--- src/rtl/debounce_pkg.sv ---
// Shared definitions for the time-multiplexed button debouncer.
//   EV_PRESS / EV_RELEASE : event level encoding (1 = press, 0 = release)
//   scan_state_t          : scan FSM state encoding
//   clog2                 : ceil(log2(v)) usable in constant expressions
package debounce_pkg;

    localparam logic EV_PRESS   = 1'b1;
    localparam logic EV_RELEASE = 1'b0;

    typedef enum logic {
        IDLE = 1'b0,
        SCAN = 1'b1
    } scan_state_t;

    function automatic int clog2(input int v);
        int r;
        r = 0;
        for (int i = 0; i < 31; i++) begin
            if ((1 << i) < v) r = i + 1;
        end
        return r;
    endfunction

endpackage

--- src/rtl/debounce_event_fifo.sv ---
// Small synchronous FIFO holding debounce events {channel, level}.
//   clk, rst_n : clock, asynchronous active-low reset
//   push, din  : write request and data; ignored when full unless pop is also set
//   full       : FIFO holds D entries
//   pop        : read request; ignored when empty
//   dout       : head entry; while empty it holds the last entry popped
//   empty      : FIFO holds no entries
module debounce_event_fifo
    import debounce_pkg::*;
#(
    parameter int W = 3,
    parameter int D = 4
) (
    input  logic         clk,
    input  logic         rst_n,
    input  logic         push,
    input  logic [W-1:0] din,
    output logic         full,
    input  logic         pop,
    output logic [W-1:0] dout,
    output logic         empty
);

    localparam int AW = (clog2(D) < 1) ? 1 : clog2(D);
    localparam int CW = clog2(D + 1);

    logic [W-1:0]  mem [D];
    logic [AW-1:0] wr_ptr, rd_ptr;
    logic [CW-1:0] count;
    logic [W-1:0]  last;
    logic          wr_en, rd_en;

    assign full  = (count == CW'(D));
    assign empty = (count == '0);
    // A full FIFO still accepts a write when the head leaves in the same cycle.
    assign wr_en = push && (!full || pop);
    assign rd_en = pop && !empty;
    assign dout  = empty ? last : mem[rd_ptr];

    always_ff @(posedge clk) begin
        if (wr_en) mem[wr_ptr] <= din;
    end

    always_ff @(posedge clk or negedge rst_n) begin
        if (!rst_n) begin
            wr_ptr <= '0;
            rd_ptr <= '0;
            count  <= '0;
            last   <= '0;
        end else begin
            if (wr_en) wr_ptr <= (wr_ptr == AW'(D - 1)) ? '0 : wr_ptr + 1'b1;
            if (rd_en) begin
                rd_ptr <= (rd_ptr == AW'(D - 1)) ? '0 : rd_ptr + 1'b1;
                last   <= mem[rd_ptr];
            end
            case ({wr_en, rd_en})
                2'b10:   count <= count + 1'b1;
                2'b01:   count <= count - 1'b1;
                default: count <= count;
            endcase
        end
    end

endmodule

--- src/rtl/debounce_scan_ctrl.sv ---
// Time-multiplexed debounce filter for N_CH push buttons with an event FIFO.
//   clk, rst_n : clock, asynchronous active-low reset
//   btn_in     : raw asynchronous button levels
//   level_out  : debounced stable level per channel
//   ev_valid   : event available at FIFO head
//   ev_ch      : channel of head event
//   ev_level   : 1 = press, 0 = release
//   ev_ready   : consumer takes head event when ev_valid & ev_ready
//   overflow   : sticky, an event was dropped on a full FIFO
//   clr_ovf    : synchronous clear of overflow (a same-cycle drop wins)
module debounce_scan_ctrl
    import debounce_pkg::*;
#(
    parameter int N_CH     = 4,
    parameter int DEPTH    = 8,
    parameter int PRESCALE = 1000,
    parameter int FIFO_D   = 4
) (
    input  logic                                      clk,
    input  logic                                      rst_n,
    input  logic [N_CH-1:0]                           btn_in,
    output logic [N_CH-1:0]                           level_out,
    output logic                                      ev_valid,
    output logic [((N_CH > 1) ? clog2(N_CH) : 1)-1:0] ev_ch,
    output logic                                      ev_level,
    input  logic                                      ev_ready,
    output logic                                      overflow,
    input  logic                                      clr_ovf
);

    localparam int CH_W = (N_CH > 1) ? clog2(N_CH) : 1;
    localparam int PS_W = (clog2(PRESCALE) < 1) ? 1 : clog2(PRESCALE);
    localparam logic [CH_W-1:0] LAST_CH = CH_W'(N_CH - 1);

    // A scan needs N_CH cycles plus the tick cycle before the next tick can land.
    generate
        if (PRESCALE < N_CH + 2) begin : g_bad_prescale
            $error("debounce_scan_ctrl: PRESCALE must be >= N_CH+2");
        end
        if (DEPTH < 2) begin : g_bad_depth
            $error("debounce_scan_ctrl: DEPTH must be >= 2");
        end
    endgenerate

    logic [N_CH-1:0]             sync1, sync2;
    logic [PS_W-1:0]             ps_cnt;
    logic                        tick;
    scan_state_t                 state, state_nxt;
    logic [CH_W-1:0]             idx, idx_nxt;
    logic [N_CH-1:0][DEPTH-1:0]  hist;
    logic [N_CH-1:0]             level;
    logic [DEPTH-1:0]            shifted;
    logic                        proc, all_one, all_zero, push, push_level;
    logic                        full, empty, pop;
    logic [CH_W:0]               head;

    assign tick = (ps_cnt == PS_W'(PRESCALE - 1));

    // Synchronizer and sample prescaler.
    always_ff @(posedge clk or negedge rst_n) begin
        if (!rst_n) begin
            sync1  <= '0;
            sync2  <= '0;
            ps_cnt <= '0;
        end else begin
            sync1  <= btn_in;
            sync2  <= sync1;
            ps_cnt <= tick ? '0 : ps_cnt + 1'b1;
        end
    end

    // Scan FSM: one channel per clock after each tick.
    always_ff @(posedge clk or negedge rst_n) begin
        if (!rst_n) begin
            state <= IDLE;
            idx   <= '0;
        end else begin
            state <= state_nxt;
            idx   <= idx_nxt;
        end
    end

    always_comb begin
        state_nxt = state;
        idx_nxt   = idx;
        case (state)
            IDLE: begin
                if (tick) begin
                    state_nxt = SCAN;
                    idx_nxt   = '0;
                end
            end
            SCAN: begin
                if (idx == LAST_CH) begin
                    state_nxt = IDLE;
                    idx_nxt   = '0;
                end else begin
                    idx_nxt = idx + 1'b1;
                end
            end
            default: begin
                state_nxt = IDLE;
                idx_nxt   = '0;
            end
        endcase
    end

    // Shared evaluation path: the history of the channel under scan with the
    // new sample already shifted in decides the level change.
    always_comb begin
        proc       = (state == SCAN);
        shifted    = {hist[idx][DEPTH-2:0], sync2[idx]};
        all_one    = &shifted;
        all_zero   = ~|shifted;
        push       = proc && ((all_one && !level[idx]) || (all_zero && level[idx]));
        push_level = all_one ? EV_PRESS : EV_RELEASE;
    end

    // Level follows the filter even when the event itself is dropped.
    always_ff @(posedge clk or negedge rst_n) begin
        if (!rst_n) begin
            hist  <= '0;
            level <= '0;
        end else if (proc) begin
            hist[idx] <= shifted;
            if (push) level[idx] <= push_level;
        end
    end

    assign pop = ev_valid && ev_ready;

    always_ff @(posedge clk or negedge rst_n) begin
        if (!rst_n) begin
            overflow <= 1'b0;
        end else if (push && full && !pop) begin
            overflow <= 1'b1;
        end else if (clr_ovf) begin
            overflow <= 1'b0;
        end
    end

    debounce_event_fifo #(
        .W (CH_W + 1),
        .D (FIFO_D)
    ) u_fifo (
        .clk   (clk),
        .rst_n (rst_n),
        .push  (push),
        .din   ({idx, push_level}),
        .full  (full),
        .pop   (pop),
        .dout  (head),
        .empty (empty)
    );

    assign ev_valid  = !empty;
    assign ev_ch     = head[CH_W:1];
    assign ev_level  = head[0];
    assign level_out = level;

endmodule

--- config.mk ---
export PLATFORM = sky130hd
export DESIGN_NAME = debounce_scan_ctrl
export DESIGN_NICKNAME = d
export VERILOG_FILES = /design/src/rtl/debounce_pkg.sv /design/src/rtl/debounce_event_fifo.sv /design/src/rtl/debounce_scan_ctrl.sv
export SDC_FILE = /design/constraint.sdc
export NUM_CORES = 1
export LEC_CHECK = 0
export BUFFER_PORTS_ARGS = -buffer_cell sky130_fd_sc_hd__buf_2
export CORE_MARGIN = 5
export CORE_UTILIZATION = 45
export DETAILED_ROUTE_END_ITERATION = 10
export GPL_ROUTABILITY_DRIVEN = 0
export MAX_ROUTING_LAYER = met4
export PLACE_DENSITY = 0.69
export SYNTH_ARGS = -nofsm -noshare
export SYNTH_HDL_FRONTEND = slang
export SYNTH_SLANG_ARGS = --single-unit
--- constraint.sdc ---
create_clock -name clk -period 3.8 [get_ports clk]
set_input_delay 0 -clock clk [delete_from_list [all_inputs] [get_ports clk]]
set_output_delay 0 -clock clk [all_outputs]
set_load 0.02 [all_outputs]
==> metrics.cfg <==
[layout]
fin_nets = 282
stdcell_count = 365
multi_input_area_sq_um = 1310
syn_to_final_growth_pct = 13.1
diodes = 0
fin_area_sq_um = 3810
nFillCells = 631
final-seq-area_sq_um = 1960
drive_above_1_share_pct = 32.0

[critical_path]
cp.required_ps = 4040
crit_chain = mux4_1 -> nor4_2 -> nand3_2 -> a211o_1 -> ha_1 -> inv_1 -> fa_1 -> o21ai_0
crit_arrival_ps = 3570
start_kind = flop
crit_family = multiplexers
crit_type = flop to flop
cpPeakStageDelay_ps = 750
crit_buf_inv = 1
cp-end-kind = flop
slowest_stage = mux4_1
worstPathMaxFanout = 9

[grt]
grt_pass1_wl_um = 9260
track_usage_pct = 13.7
antenna_found_initial = 0
grt_pass1_vias = 1948
grt_max_degree = 34
overflow = 0

[die]
die_w_um = 96.6
die_h_um = 96.6
fp.coreArea_sq_um = 7290
die-area_sq_um = 9330
io_pins = 17
fp-row-count = 31
initial_core_util_pct = 46.3

[drt]
vias_per_cell = 5.11
firstDrtPassIters = 4
wl_per_cell_um = 14.6
drt-total-wl_um = 5330
ant_nets = 0
drc_errors = 0
vias = 1866
drt_iter0_drc = 61

[clock_network]
cts_root_buf = clkbuf_8
post_cts_resized = 0
clock_latency_ps = 330
cts_buffers = 9
cts.htree.levels = 3
clk_path_buf_depth = 2
clk_pin_slew_ps = 70
cts.sinks = 76
tritoncts = built

[logic_synthesis]
synth_ff_type = dfrtp_1
ys_types = 37
syn-cell-area_sq_um = 3370
seq_area_frac_synth_pct = 58.1
ys_warn_count = 0
syn_inst = 232
yosys.cell_count.top_type = dfrtp_1
syn_nets = 252
synthTopCellsByArea = dfrtp_1 (47%), mux2_2 (12%), edfxtp_1 (11%)
synth_top_area_share_pct = 47.5
synth_common_cells = dfrtp_1 (64), mux2_2 (35), inv_1 (17), edfxtp_1 (12)
yosysTopAreaCell = dfrtp_1
syn-mean-instance-area_sq_um = 14.5
synth_enable_flop_cells = 12
async_flop_share_pct = 84.2
synth_seq_cells = 76

[sta]
max_freq_mhz = 300
rsz0062_at_grt = no
slew_viol_final = 0
finClkSkew_ps = 9.23
min_period_over_period_pct = 87.7
max_slew_margin_pct = 28.8
fin_setup_tns_ps = 0
tightestPinTransition_ps = 1060
hold_viol_final = 0
finalCriticalPeriod_ps = 3330
setup_viol = 0

[power]
p_leak_nw = 1.69
vdd_ir_drop_max_v = 0.000156
power.density_nw_per_um2 = 433

[status]
status = finished, final reports clean

[placement]
place_area_sq_um = 3560
port_buffers = 16
hpwl_um = 3770
dp_cells = 344

[run]
cap_violations = 0

[min_path]
hold_class = primary input to flop

-- cells by family after synthesis --
family / count (synthesis) / share of synthesized area (%)
buffers and inverters: 22 / 2.93
xor gates and xnor gates: 9 / 2.34
AOI/OAI and AO/OA: 20 / 3.86
DFF: 76 / 58.1
muxes: 49 / 20.9
adders and majority gates: 12 / 4.67
and+or+nand+nor: 44 / 7.16
-- power breakdown --
group | internal, mW | switching, mW
Combinational | 0.0778 | 0.0756
Clock | 0.321 | 0.284
Sequential | 0.856 | 0.0374
Total | 1.26 | 0.397
-- stage by stage --
step / total power, mW / hold WS [ps] / worst slack [ps] / utilization [%]
after floorplan: 1.02 / -296 / 863 / -
after global placement: 1.05 / 81.8 / 540 / 48.8
after detailed placement: 1.06 / 79.0 / 417 / 48.8
after CTS: 1.68 / 94.6 / 413 / 52.3
after global routing: 1.75 / 121 / 223 / 52.3
final: 1.65 / 113 / 466 / 52.3
-- worst register-to-register path: cells and delay by family, from the launching register on --
kind,cells,cell delay (ps)
AO/OA/AOI/OAI,2,630
AND/OR/NAND/NOR,2,490
adder cells (fa/ha/maj),2,660
flip-flops,1,650
buffers and inverters,1,80
multiplexers,1,750
-- layout by cell type (no fill, tap or decap), drive strengths merged, types with 4 or more instances in the layout --
| cell | Yosys | routed |
|---|---|---|
| inv | 17 | 20 |
| buf | 3 | 18 |
| nor2 | 11 | 11 |
| dlygate4sd3 | 0 | 6 |
| o31ai | 6 | 6 |
| nand2 | 9 | 9 |
| mux2 | 37 | 37 |
| ha | 11 | 11 |
| clkbuf | 2 | 10 |
| xnor2 | 5 | 5 |
| nand3 | 4 | 4 |
| o21ai | 6 | 6 |
| or3 | 4 | 4 |
| edfxtp | 12 | 12 |
| mux4 | 12 | 12 |
| dfrtp | 64 | 64 |
| xor2 | 4 | 4 |
-- flip-flops by register name, summed over array words and instances (netlist names) --
signal,cells
idx,2
ps_cnt,10
overflow,1
u_fifo.count,3
proc,1
hist,28
u_fifo.rd_ptr,2
u_fifo.wr_ptr,2
sync1,4
u_fifo.mem,12
sync2,4
level_out,4
u_fifo.last,3
-- final cells by class --
cell class | instances | share of cell area (%)
clock inverter | 5 | 1.54
timing repair buffer | 24 | 4.07
tap | 99 | 3.25
multi-input combinational | 134 | 34.4
clock buffer | 10 | 3.61
inverter | 17 | 1.67
sequential | 76 | 51.4
-- worst paths after layout --
path                          start               to  slack (ps)  cells past startpoint
min reg2reg                sync1[3]         sync2[3]         350                      0
max reg2reg                  idx[0]  u_fifo.count[1]         470                      8
min in group asynchronous     rst_n         sync2[2]         250                      2
max in group asynchronous     rst_n  u_fifo.count[2]        2680                      3
max                          idx[0]  u_fifo.count[1]         470                      8
min                        ev_ready         overflow         110                      3
-- per-layer routing --
layer	routed length, um	vias to the layer above	GRT usage, %
met5	0	-	-
met4	72	0	6.31
met3	188	4	3.25
met2	2510	30	20.8
met1	2560	938	17.5
li1	-	894	-
-- repair_timing --
action / CTS / global route
endpoints found under the hold margin: 36 / 0
hold buffers: 6 / 0
buffers inserted: 0 / 0
Power figures use the tool's default switching activity.
